--- config.mk ---
export PLATFORM = sky130hd
export DESIGN_NAME = sram_bridge_s16
export DESIGN_NICKNAME = d
export VERILOG_FILES = /design/src/rtl/sram_bridge_s16_pkg.sv /design/src/rtl/sram_bridge_s16.sv
export SDC_FILE = /design/constraint.sdc
export NUM_CORES = 1
export LEC_CHECK = 0
export CAP_MARGIN = 10
export CORE_MARGIN = 3
export CORE_UTILIZATION = 40
export CTS_BUF_LIST = sky130_fd_sc_hd__clkbuf_8 sky130_fd_sc_hd__clkbuf_16
export DETAILED_ROUTE_END_ITERATION = 16
export PLACE_DENSITY = 0.86
export SYNTH_ARGS = -nofsm -noshare
export SYNTH_HDL_FRONTEND = slang
export SYNTH_SLANG_ARGS = --single-unit
--- constraint.sdc ---
create_clock -name clk_i -period 3.82 [get_ports clk_i]
set_clock_uncertainty 0.1 [all_clocks]
set_input_delay 0.955 -clock clk_i [delete_from_list [all_inputs] [get_ports clk_i]]
set_output_delay 0.955 -clock clk_i [all_outputs]
set_load 0.05 [all_outputs]
--- src/rtl/sram_bridge_s16_pkg.sv ---
// rtl/sram_bridge_s16_pkg.sv - shared S16X4 bus slave definitions
// Purpose: state encodings and byte-lane indices reused by the SRAM, ROM and
// I/O slaves on the S16X4 bus.
// Ports: none (package).
package sram_bridge_s16_pkg;

  typedef enum logic [1:0] {
    ST_IDLE   = 2'd0,
    ST_SETUP  = 2'd1,
    ST_STROBE = 2'd2,
    ST_ACK    = 2'd3
  } bus_state_t;

  // Byte-lane indices into stb_i: [1] = dq[15:8], [0] = dq[7:0].
  localparam int STB_HI = 1;
  localparam int STB_LO = 0;

endpackage

--- src/rtl/sram_bridge_s16.sv ---
// rtl/sram_bridge_s16.sv - S16X4 bus slave driving an async 16-bit cellular RAM
// Purpose: turns a held cyc/stb/we request into a timed async SRAM cycle with
// SETUP_CYCLES of address/CE setup and WAIT_STATES of OE/WE strobe, then a
// single-cycle ack with registered read data.
// Ports:
//   clk_i, res_i            clock, synchronous active-high reset
//   adr_i, we_i, cyc_i,
//   stb_i, dat_i            CPU request (held until ack_o)
//   ack_o, dat_o            one-clock ack; read data valid only with ack_o
//   sram_adr_o, sram_*_n    SRAM address and active-low controls
//   sram_dq_o/_i/_oe        SRAM data out, data in, pad-buffer enable
module sram_bridge_s16
  import sram_bridge_s16_pkg::*;
#(
  parameter int WAIT_STATES  = 4,
  parameter int SETUP_CYCLES = 1
) (
  input  logic        clk_i,
  input  logic        res_i,
  input  logic [14:0] adr_i,
  input  logic        we_i,
  input  logic        cyc_i,
  input  logic [1:0]  stb_i,
  input  logic [15:0] dat_i,
  output logic        ack_o,
  output logic [15:0] dat_o,
  output logic [14:0] sram_adr_o,
  output logic        sram_ce_n,
  output logic        sram_oe_n,
  output logic        sram_we_n,
  output logic        sram_ub_n,
  output logic        sram_lb_n,
  output logic [15:0] sram_dq_o,
  input  logic [15:0] sram_dq_i,
  output logic        sram_dq_oe
);

  if (WAIT_STATES < 1 || WAIT_STATES > 255) begin : g_bad_wait_states
    $error("sram_bridge_s16: WAIT_STATES must be 1..255");
  end
  if (SETUP_CYCLES < 1 || SETUP_CYCLES > 3) begin : g_bad_setup_cycles
    $error("sram_bridge_s16: SETUP_CYCLES must be 1..3");
  end

  // Counter reload values: the counter runs N-1 down to 0, one cycle each.
  localparam logic [7:0] SETUP_LOAD = 8'(SETUP_CYCLES - 1);
  localparam logic [7:0] WAIT_LOAD  = 8'(WAIT_STATES - 1);

  bus_state_t  r_state;
  logic [7:0]  r_cnt;
  logic        r_we;
  logic        r_ack;
  logic [15:0] r_dat;
  logic [14:0] r_adr;
  logic        r_ce_n;
  logic        r_oe_n;
  logic        r_we_n;
  logic        r_ub_n;
  logic        r_lb_n;
  logic [15:0] r_dq_o;
  logic        r_dq_oe;

  // Leave the access: after the single ack cycle, or when the CPU drops cyc_i
  // mid-access (abort, no ack).
  logic w_to_idle;
  assign w_to_idle = (r_state == ST_ACK) ||
                     (((r_state == ST_SETUP) || (r_state == ST_STROBE)) && !cyc_i);

  always_ff @(posedge clk_i) begin
    if (res_i) begin
      r_state <= ST_IDLE;
      r_cnt   <= 8'd0;
      r_we    <= 1'b0;
      r_ack   <= 1'b0;
      r_dat   <= 16'd0;
      r_adr   <= 15'd0;
      r_ce_n  <= 1'b1;
      r_oe_n  <= 1'b1;
      r_we_n  <= 1'b1;
      r_ub_n  <= 1'b1;
      r_lb_n  <= 1'b1;
      r_dq_o  <= 16'd0;
      r_dq_oe <= 1'b0;
    end else if (w_to_idle) begin
      // Address is left as-is; only the controls and data path are released.
      r_state <= ST_IDLE;
      r_cnt   <= 8'd0;
      r_ack   <= 1'b0;
      r_dat   <= 16'd0;
      r_ce_n  <= 1'b1;
      r_oe_n  <= 1'b1;
      r_we_n  <= 1'b1;
      r_ub_n  <= 1'b1;
      r_lb_n  <= 1'b1;
      r_dq_o  <= 16'd0;
      r_dq_oe <= 1'b0;
    end else begin
      case (r_state)
        ST_IDLE: begin
          if (cyc_i) begin
            if (stb_i != 2'b00) begin
              r_state <= ST_SETUP;
              r_cnt   <= SETUP_LOAD;
              r_we    <= we_i;
              r_adr   <= adr_i;
              r_ce_n  <= 1'b0;
              r_ub_n  <= ~stb_i[STB_HI];
              r_lb_n  <= ~stb_i[STB_LO];
              // dq_oe only ever rises for writes, so it can never overlap a
              // read's oe_n=0 window.
              r_dq_oe <= we_i;
              r_dq_o  <= we_i ? dat_i : 16'd0;
            end else begin
              // Null cycle: no lanes selected, ack without touching the SRAM.
              r_state <= ST_ACK;
              r_ack   <= 1'b1;
              r_dat   <= 16'd0;
            end
          end
        end
        ST_SETUP: begin
          if (r_cnt == 8'd0) begin
            r_state <= ST_STROBE;
            r_cnt   <= WAIT_LOAD;
            r_oe_n  <= r_we;
            r_we_n  <= ~r_we;
          end else begin
            r_cnt <= r_cnt - 8'd1;
          end
        end
        ST_STROBE: begin
          if (r_cnt == 8'd0) begin
            r_state <= ST_ACK;
            r_ack   <= 1'b1;
            r_oe_n  <= 1'b1;
            r_we_n  <= 1'b1;
            r_dat   <= r_we ? 16'd0 : sram_dq_i;
          end else begin
            r_cnt <= r_cnt - 8'd1;
          end
        end
        default: begin
          r_state <= ST_IDLE;
        end
      endcase
    end
  end

  assign ack_o      = r_ack;
  assign dat_o      = r_dat;
  assign sram_adr_o = r_adr;
  assign sram_ce_n  = r_ce_n;
  assign sram_oe_n  = r_oe_n;
  assign sram_we_n  = r_we_n;
  assign sram_ub_n  = r_ub_n;
  assign sram_lb_n  = r_lb_n;
  assign sram_dq_o  = r_dq_o;
  assign sram_dq_oe = r_dq_oe;

endmodule

==> results.md, run 1 <==
* Tmin final at about 2.9 ns
* CTS buffer count at 9
* DP Area at approximately 0.0039 mm2
* Status: finished clean
* Global-route wire length before repair at approximately 13000 um
* Initial DRC count at 194
* Critical Path Source Type: primary input
* Num rows at 29
* Max Cap Viol at 0
* DRT Pass-1 Iters at 4
* # H-tree levels at 3
* Flops & latches, synth at 65
* R2r startpoint: r_state[0]$_SDFFE_PP0P_
* Worst-Skew Late Latency at roughly 0.33 ns
* Min-delay worst type: reg2reg
* Seq/Total Area, Yosys at 47.0%
* I/O pin cnt at approximately 110
* Filler cells at between 500 and 600
* Maximum vdd ir drop at 0.364 mV
* Share of layout cells above drive strength 1 at 7.32%
* Initial Utilization at between 40% and 50%
* Post-Place Cells at slightly below 500
* Wirelength, routed at between 7000 and 8000 um
* Synthesized Nets at approximately 400
* Die H at 89.2 um
* Count of cell types in the netlist at 37
* Critical path class: in2reg
* F_max at between 0.3 and 0.4 GHz
* Pwr dens at 719 mW/mm2
* Post-CTS Hold Fix Bufs at 0
* Die width at 89.2 um
* Clk sinks at 65
* Post-CTS Setup Bufs at 0
* Core Area at around 0.0065 mm2
* Period utilisation layout at between 70% and 80%
* Mapped cell area at about 0.0028 mm2
* Worst-path clk slew at approximately 0.08 ns
* Setup crit end: r_cnt[4]$_SDFFE_PP0P_
* R2R setup slack at between 1.5 and 2 ns
* Cells after Synth at about 340
* Initial antenna violation count at 0
* CTS tree: done
* Top cell type's share of synthesized area at 47.0%
* Maximum clock path buffer count at 2
* CP required at roughly 4.0 ns
* Multi-input gate area at about 0.0013 mm2
* Pwr Total at roughly 2900 uW
* Biggest area consumer among synthesized cells: dfxtp_1
* Crit path max fanout at 16
* Worst-Margin Slew at roughly 1.1 ns
* Largest net degree at the start of global routing at 40
* R2R cell count at 5
* Worst EP arrival at roughly 3 ns
* Post-route ant nets at 0
* Final setup vio count at 0
* Routed len/inst at 15.3 um
* Slew margin rel. at a little over a quarter
* Vias per cell at 5.61
* Placer Congestion at between 0.8 and 0.9
* Setup WS post-layout at 0.957 ns
* Area contributors post-synth: dfxtp_1, a21oi_1, o21ai_0
* # diodes at 0
* Register cell area after layout at around 0.0013 mm2
* Commonest cells after routing, fill and taps aside: clkdlybuf4s50_1, dfxtp_1, a21oi_1, nand2_1, o21ai_0
* Final hold viol count at 0
* DRC Markers at 0
* Most common cell after layout, fill and taps aside: clkdlybuf4s50_1
* Root Buffer: clkbuf_8
* LEAKAGE at 0.00145 uW
* Worst slack, placed at between 0.6 and 0.7 ns
* R2r endpoint: dat_o[4]$_SDFFE_PP0P_
* Crit end category: flop
* All-Layer GR Usage at between 20% and 30%
* Max Slew Vio Count at 0
* Mean post-synth cell area at between 8 and 9 um2
* Vias at slightly below 3000
* Layout overhead on the synthesized area at 47.6%
* CP startpoint: cyc_i
* RSZ-0062 raised after global routing: no
* # resized after CTS at 0
* Die area at 0.00796 mm2
* Number of global-route vias before repair at 2722
* Post-route cell area at between 0.004 and 0.005 mm2
* Post-route setup TNS at 0 ns
* Post-DP HPWL at ~5400 um
* Synth warn at 0
* I/O Buffers at 106
* Cell Count, Final, Fillers Out at just over 500
* NumNets Final at slightly below 500
* Final global-route overflow total at 0
sequential cells by signal, indices dropped and copies added, names as in the netlist:
| register | count |
|---|---|
| ack_o | 1 |
| dat_o | 16 |
| r_cnt | 8 |
| r_state | 2 |
| r_we | 1 |
| sram_adr_o | 15 |
| sram_ce_n | 1 |
| sram_dq_o | 16 |
| sram_dq_oe | 1 |
| sram_lb_n | 1 |
| sram_oe_n | 1 |
| sram_ub_n | 1 |
| sram_we_n | 1 |
synth_stat cells:
| master | count |
|---|---|
| a2111o_1 | 2 |
| a211oi_1 | 8 |
| a21boi_0 | 2 |
| a21o_1 | 1 |
| a21oi_1 | 57 |
| a22o_1 | 1 |
| and3_1 | 1 |
| and4b_1 | 1 |
| buf_2 | 3 |
| clkbuf_1 | 25 |
| dfxtp_1 | 65 |
| ha_1 | 6 |
| inv_1 | 7 |
| nand2_1 | 40 |
| nand3_1 | 17 |
| nand4_1 | 16 |
| nor2_1 | 10 |
| nor2b_1 | 1 |
| nor3b_1 | 2 |
| nor4_2 | 1 |
| nor4b_1 | 1 |
| o211ai_1 | 3 |
| o21a_1 | 1 |
| o21ai_0 | 40 |
| o21ai_1 | 1 |
| o21ai_2 | 1 |
| o21ba_2 | 1 |
| o21bai_1 | 1 |
| o31ai_1 | 4 |
| o41ai_1 | 2 |
| or2_2 | 1 |
| or3_1 | 2 |
| or3_2 | 1 |
| or3b_1 | 1 |
| or4_1 | 5 |
| or4_2 | 3 |
| or4b_1 | 2 |
worst max-delay path, stage by stage:
cell and delay [ns]:
clkdlybuf4s50_1 0.58, o21ai_0 0.21, a21o_1 0.38, or4_2 0.65
a211oi_1 0.24
through the flow:
step / utilization (%) / hold WS (ns)
2_1_floorplan: - / 0.368
6_report: 62.6 / 0.351
3_5_place_dp: 59.2 / 0.332
3_3_place_gp: 59.2 / 0.334
5_1_grt: 62.6 / 0.365
4_1_cts: 62.4 / 0.350
area by class of cell:
cell class,instances,area share (%)
Multi-Input combinational cell,236,32.7
Sequential cell,65,31.8
Timing Repair Buffer,113,27.4
Clock buffer,10,3.37
Tap cell,77,2.36
Clock inverter,6,1.65
Inverter,7,0.643
per-layer routing:
layer / track usage (%) / share of wire, %
met5: 0 / 0
met4: 7.44 / 1.2
met3: 6.91 / 9.4
met2: 31.2 / 46
met1: 25.8 / 43
worst min-delay path by stage:
| stage | from | endpoint | slack [ns] | cells after the start |
|---|---|---|---|---|
| 6_report | sram_ce_n$_SDFFE_PP1P_ | sram_ce_n$_SDFFE_PP1P_ | 0.35 | 2 |
| 5_1_grt | sram_dq_o[15]$_SDFFE_PP0P_ | sram_dq_o[15]$_SDFFE_PP0P_ | 0.37 | 2 |
| 4_1_cts | sram_ce_n$_SDFFE_PP1P_ | sram_ce_n$_SDFFE_PP1P_ | 0.35 | 2 |
| 3_5_place_dp | sram_ce_n$_SDFFE_PP1P_ | sram_ce_n$_SDFFE_PP1P_ | 0.33 | 2 |
| 3_3_place_gp | sram_ce_n$_SDFFE_PP1P_ | sram_ce_n$_SDFFE_PP1P_ | 0.33 | 2 |
| 2_1_floorplan | r_cnt[1]$_SDFFE_PP0P_ | r_cnt[1]$_SDFFE_PP0P_ | 0.37 | 2 |
power by group:
part / internal, uW / switching [uW] / total [uW]
Sequential: 798 / 93.0 / 891
Combinational: 514 / 947 / 1460
Clock: 320 / 266 / 586
logic make-up after synthesis:
| logic type | share of synthesized area, % |
|---|---|
| AOI/OAI and AO/OA | 25.6 |
| and+or+nand+nor | 19.9 |
| DFF | 47.0 |
| buffers and inverters | 4.88 |
| adders and majority gates | 2.71 |
Power figures use the tool's default switching activity.
==> run 2: changes to the inputs <==
- clock period: 3.82 -> 3 ns (I/O delays scaled with it)
==> results.md, run 2 (synthesis results as in run 1) <==
* Status: finished clean (unchanged)
* Core Area at 0.00653 mm2 (unchanged)
* Post-route setup TNS at 0 ns (unchanged)
* DRT Pass-1 Iters at 4 (unchanged)
* Final global-route overflow total at 0 (unchanged)
* # diodes at 0 (unchanged)
* CTS buffer count at 9 (unchanged)
* Clk sinks at 65 (unchanged)
* Die H at 89.2 um (unchanged)
* Tmin final at about 2.5 ns
* Period utilisation layout at 83.9%
* Post-CTS Hold Fix Bufs at 0 (unchanged)
* Number of global-route vias before repair at 2757 (was 2722)
* Die area at 0.00796 mm2 (unchanged)
* Crit path max fanout at 16 (unchanged)
* Max Cap Viol at 0 (unchanged)
* I/O Buffers at 106 (unchanged)
* Post-DP HPWL at 5680 um (was 5410 um)
* Most common cell after layout, fill and taps aside: clkdlybuf4s50_1 (unchanged)
* Worst-path clk slew at 0.06 ns (was 0.08 ns)
* CP required at 3.17 ns (was 3.96 ns)
* Vias at 2905 (was 2884)
* Die width at 89.2 um (unchanged)
* Register cell area after layout at 0.00130 mm2 (unchanged)
* Pwr dens at 897 mW/mm2 (was 719 mW/mm2)
* Final hold viol count at 0 (unchanged)
* Placer Congestion at 0.748 (was 0.813)
* Filler cells at 586 (was 571)
* Worst EP arrival at 2.69 ns (was 3.01 ns)
* Routed len/inst at 15.9 um (was 15.3 um)
* # resized after CTS at 0 (unchanged)
* Share of layout cells above drive strength 1 at 7.50% (was 7.32%)
* Root Buffer: clkbuf_8 (unchanged)
* Maximum vdd ir drop at 0.593 mV (was 0.364 mV)
* Vias per cell at 5.62 (was 5.61)
* RSZ-0062 raised after global routing: no (unchanged)
* Initial Utilization at 42.4% (unchanged)
* Slew margin rel. at 32.4% (was 26.3%)
* Post-route ant nets at 0 (unchanged)
* Worst slack, placed at 0.181 ns (was 0.655 ns)
* Max Slew Vio Count at 0 (unchanged)
* Setup WS post-layout at 0.483 ns (was 0.957 ns)
* NumNets Final at 495 (was 491)
* Initial antenna violation count at 0 (unchanged)
* Final Util at 62.3% (was 62.6%)
* LEAKAGE at 0.00146 uW (was 0.00145 uW)
* Initial DRC count at 181 (was 194)
* Crit end category: flop (unchanged)
* Wirelength, routed at 8200 um (was 7860 um)
* CTS tree: done (unchanged)
* DRC Markers at 0 (unchanged)
* Maximum clock path buffer count at 2 (unchanged)
* Largest net degree at the start of global routing at 45 (was 40)
* # H-tree levels at 3 (unchanged)
* Layout overhead on the synthesized area at 46.8% (was 47.6%)
* All-Layer GR Usage at 20.4% (was 20.1%)
* Critical Path Source Type: primary input (unchanged)
* Worst-Skew Late Latency at 0.35 ns (was 0.33 ns)
* Num rows at 29 (unchanged)
* DP Area at 0.00391 mm2 (was 0.00387 mm2)
* Global-route wire length before repair at 12600 um (about the same)
* I/O pin cnt at 107 (unchanged)
* Min-delay worst type: reg2reg (unchanged)
* Critical path class: in2reg (unchanged)
* Worst-Margin Slew at 1.01 ns (was 1.10 ns)
* Pwr Total at 3650 uW (was 2940 uW)
* Post-route cell area at 0.00407 mm2 (was 0.00409 mm2)
* Commonest cells after routing, fill and taps aside: clkdlybuf4s50_1, dfxtp_1, a21oi_1, nand2_1, o21ai_0 (unchanged)
* F_max at around 0.40 GHz
* Post-CTS Setup Bufs at 0 (unchanged)
* Final setup vio count at 0 (unchanged)
* Multi-input gate area at 0.00134 mm2 (unchanged)
## run 2: path summary, 6_finish.rpt
path	depth (start not counted)	slack, ns	start	end
min reg2reg	2	0.35	sram_ce_n$_SDFFE_PP1P_	sram_ce_n$_SDFFE_PP1P_
max	6	0.48	cyc_i	dat_o[4]$_SDFFE_PP0P_
max reg2reg	6	0.71	r_state[0]$_SDFFE_PP0P_	dat_o[4]$_SDFFE_PP0P_
min	2	0.35	sram_ce_n$_SDFFE_PP1P_	sram_ce_n$_SDFFE_PP1P_
## run 2: report_power, final
| group | total [uW] | internal (uW) | switching [uW] |
|---|---|---|---|
| Combinational | 1870 | 659 | 1220 |
| Clock | 637 | 309 | 329 |
| Sequential | 1140 | 1020 | 120 |
## run 2: area by class of cell
cell class / count / share of cell area (%)
multi-input cells: 236 / 32.9
flip-flops and latches: 65 / 32.0
clock buffers: 10 / 3.38
clock inverters: 5 / 0.615
well taps: 77 / 2.37
inverters: 7 / 0.646
repair buffers: 117 / 28.1
## run 2: stage by stage
stage | instances | hold WS (ns)
2_1_floorplan | 336 | 0.368
3_3_place_gp | 502 | 0.333
3_5_place_dp | 502 | 0.341
4_1_cts | 517 | 0.350
5_1_grt | 517 | 0.378
6_report | 517 | 0.346
## run 2: critical path: stages
cell,delay [ns]
clkdlybuf4s50_1,0.42
buf_4,0.16
nor3b_1,0.15
o21bai_1,0.79
o21ai_0,0.23
a21oi_1,0.18
## run 2: routing by layer
| metal | part of all wire (%) | global-route usage [%] | vias to the layer above | routed length [um] |
|---|---|---|---|---|
| met5 | 0 | 0 | - | 0 |
| met1 | 42 | 24.9 | 1382 | 3470 |
| met2 | 47 | 32.2 | 97 | 3860 |
| met4 | 0.91 | 4.87 | 0 | 75 |
| met3 | 9.8 | 10.2 | 9 | 804 |
| li1 | - | - | 1417 | - |
==> run 3: changes to the inputs <==
- clock period: 3 -> 2.6 ns (I/O delays scaled with it)
==> results.md, run 3 (synthesis results as in run 1) <==
* Final setup vio count at 0 (unchanged)
* Die area at 0.00796 mm2 (unchanged)
* Seq pwr share at 30.1% (was 31.2%)
* # H-tree levels at 3 (unchanged)
* Worst-Margin Slew at 0.961 ns (was 1.01 ns)
* Die width at 89.2 um (unchanged)
* Crit end category: flop (unchanged)
* CP required at 2.74 ns (was 3.17 ns)
* Wirelength, routed at 7800 um (was 8200 um)
* I/O Buffers at 106 (unchanged)
* Tmin final at about 2.3 ns
* Initial antenna violation count at 0 (unchanged)
* Maximum vdd ir drop at 0.553 mV (was 0.593 mV)
* Routed len/inst at 15.0 um (was 15.9 um)
* DRT Pass-1 Iters at 4 (unchanged)
* Final Util at 63.4% (was 62.3%)
* Placer Congestion at 0.755 (was 0.748)
* Post-route setup TNS at 0 ns (unchanged)
* Post-CTS Setup Bufs at 0 (unchanged)
* Core Area at 0.00653 mm2 (unchanged)
* Slew margin rel. at 35.7% (was 32.4%)
* # diodes at 0 (unchanged)
* Share of layout cells above drive strength 1 at 8.58% (was 7.50%)
* Post-route ant nets at 0 (unchanged)
* Largest net degree at the start of global routing at 45 (unchanged)
* Vias at 2858 (was 2905)
* Root Buffer: clkbuf_8 (unchanged)
* Commonest cells after routing, fill and taps aside: clkdlybuf4s50_1, dfxtp_1, a21oi_1, nand2_1, o21ai_0 (unchanged)
* Critical Path Source Type: primary input (unchanged)
* Max Slew Vio Count at 0 (unchanged)
* Int Pwr at 2450 uW (was 1980 uW)
* Clk sinks at 65 (unchanged)
* Min-delay worst type: reg2reg (unchanged)
* NumNets Final at 497 (was 495)
* Layout overhead on the synthesized area at 49.5% (was 46.8%)
* Post-Place Cells at 504 (was 502)
* Critical path class: in2reg (unchanged)
* Clock network fraction of total power at 20.0% (was 17.5%)
* All-Layer GR Usage at 19.4% (was 20.4%)
* Comb power frac at 49.9% (was 51.4%)
* Most common cell after layout, fill and taps aside: clkdlybuf4s50_1 (unchanged)
* Cell Count, Final, Fillers Out at 520 (was 517)
* RSZ-0062 raised after global routing: no (unchanged)
* DP Area at 0.00393 mm2 (was 0.00391 mm2)
* Global-route wire length before repair at 12200 um (was 12600 um)
* Crit-path max cell delay at 0.63 ns (was 0.79 ns)
* Status: finished clean (unchanged)
* Setup WS post-layout at 0.279 ns (was 0.483 ns)
* Pwr dens at 1050 mW/mm2 (was 897 mW/mm2)
* Worst-Skew Late Latency at 0.33 ns (was 0.35 ns)
* Final global-route overflow total at 0 (unchanged)
* Die H at 89.2 um (unchanged)
* Number of global-route vias before repair at 2694 (was 2757)
* Post-CTS Hold Fix Bufs at 0 (unchanged)
* Crit-path slowest cell: or4_2 (was o21bai_1)
* I/O pin cnt at 107 (unchanged)
* Initial DRC count at 226 (was 181)
* Worst slack, placed at -0.188 ns (was 0.181 ns)
* Max Cap Viol at 0 (unchanged)
* Crit path max fanout at 10 (was 16)
* Worst-path clk slew at 0.07 ns (was 0.06 ns)
* Post-DP HPWL at 5520 um (was 5680 um)
* Maximum clock path buffer count at 2 (unchanged)
* P_sw at 1890 uW (was 1660 uW)
* R2R setup slack at 0.40 ns (was 0.71 ns)
* Num rows at 29 (unchanged)
* CTS buffer count at 9 (unchanged)
* Crit-path cells: clkdlybuf4s50_1, o21ai_0, a21o_1, or4_2, a211oi_1 (was clkdlybuf4s50_1, buf_4, nor3b_1, o21bai_1, o21ai_0, a21oi_1)
* Vias per cell at 5.50 (was 5.62)
* Worst EP arrival at 2.46 ns (was 2.69 ns)
* LEAKAGE at 0.00149 uW (was 0.00146 uW)
* Period utilisation layout at 89.3%
* Final hold viol count at 0 (unchanged)
* F_max at between 0.4 and 0.5 GHz
* CTS tree: done (unchanged)
* Post-route cell area at 0.00414 mm2 (was 0.00407 mm2)
* Initial Utilization at 42.4% (unchanged)
* Net Sw Frac at 43.6% (was 45.6%)
* DRC Markers at 0 (unchanged)
[run 3: cell count changes in the layout (fill, tap and decap cells not counted)]
cell / before / now
buf_12: 0 / 1
buf_4: 11 / 12
bufinv_16: 0 / 1
clkbuf_8: 10 / 11
clkinv_2: 2 / 1
clkinv_4: 0 / 1
inv_1: 9 / 8
o21bai_1: 1 / 0
o21bai_2: 0 / 1
[run 3: power by group through the flow]
stage	clock, uW	sequential, uW	combinational, uW
global placement	0	1310	2100
global route	923	1330	2350
finish	867	1310	2170
detailed placement	0	1320	2140
floorplan	0	1690	1150
CTS	886	1310	2160
[run 3: per-layer routing]
| metal | track usage, % | part of all wire [%] | vias to the layer above |
|---|---|---|---|
| li1 | - | - | 1420 |
| met1 | 24.8 | 45 | 1332 |
| met2 | 29.3 | 45 | 95 |
| met3 | 7.56 | 8.9 | 11 |
| met4 | 8.12 | 1.5 | 0 |
| met5 | 0 | 0 | - |
[run 3: layout make-up]
| class | count | area [um2] |
|---|---|---|
| clock inverter | 5 | 55.1 |
| multi-input combinational | 236 | 1340 |
| inverter | 7 | 26.3 |
| fill | 555 | 2390 |
| sequential | 65 | 1300 |
| tap | 77 | 96.3 |
| clock buffer | 11 | 151 |
| timing repair buffer | 119 | 1170 |
[run 3: final timing paths]
check,start,to,cells past startpoint
worst min-delay path,sram_ce_n$_SDFFE_PP1P_,sram_ce_n$_SDFFE_PP1P_,2
worst max-delay path,stb_i[1],r_cnt[2]$_SDFFE_PP0P_,5
worst max register to register,r_state[0]$_SDFFE_PP0P_,r_state[1]$_SDFFE_PP0P_,6
worst min register to register,sram_ce_n$_SDFFE_PP1P_,sram_ce_n$_SDFFE_PP1P_,2
[run 3: critical path, delay by kind of cell]
kind	cells	cell delay (ns)
and+or+nand+nor	1	0.63
AOI/OAI and AO/OA	3	0.69
buffers and inverters	1	0.50
[run 3: what timing repair did]
action / 4_1_cts / 5_1_grt
endpoints found under the setup margin: 0 / 13
endpoints found under the hold margin: 0 / 0
resized for setup: 0 / 1
[run 3: metrics by stage]
stage	hold WS (ns)	total power [uW]
floorplan	0.368	2840
global placement	0.332	3420
detailed placement	0.335	3470
CTS	0.347	4350
global route	0.371	4600
finish	0.343	4340
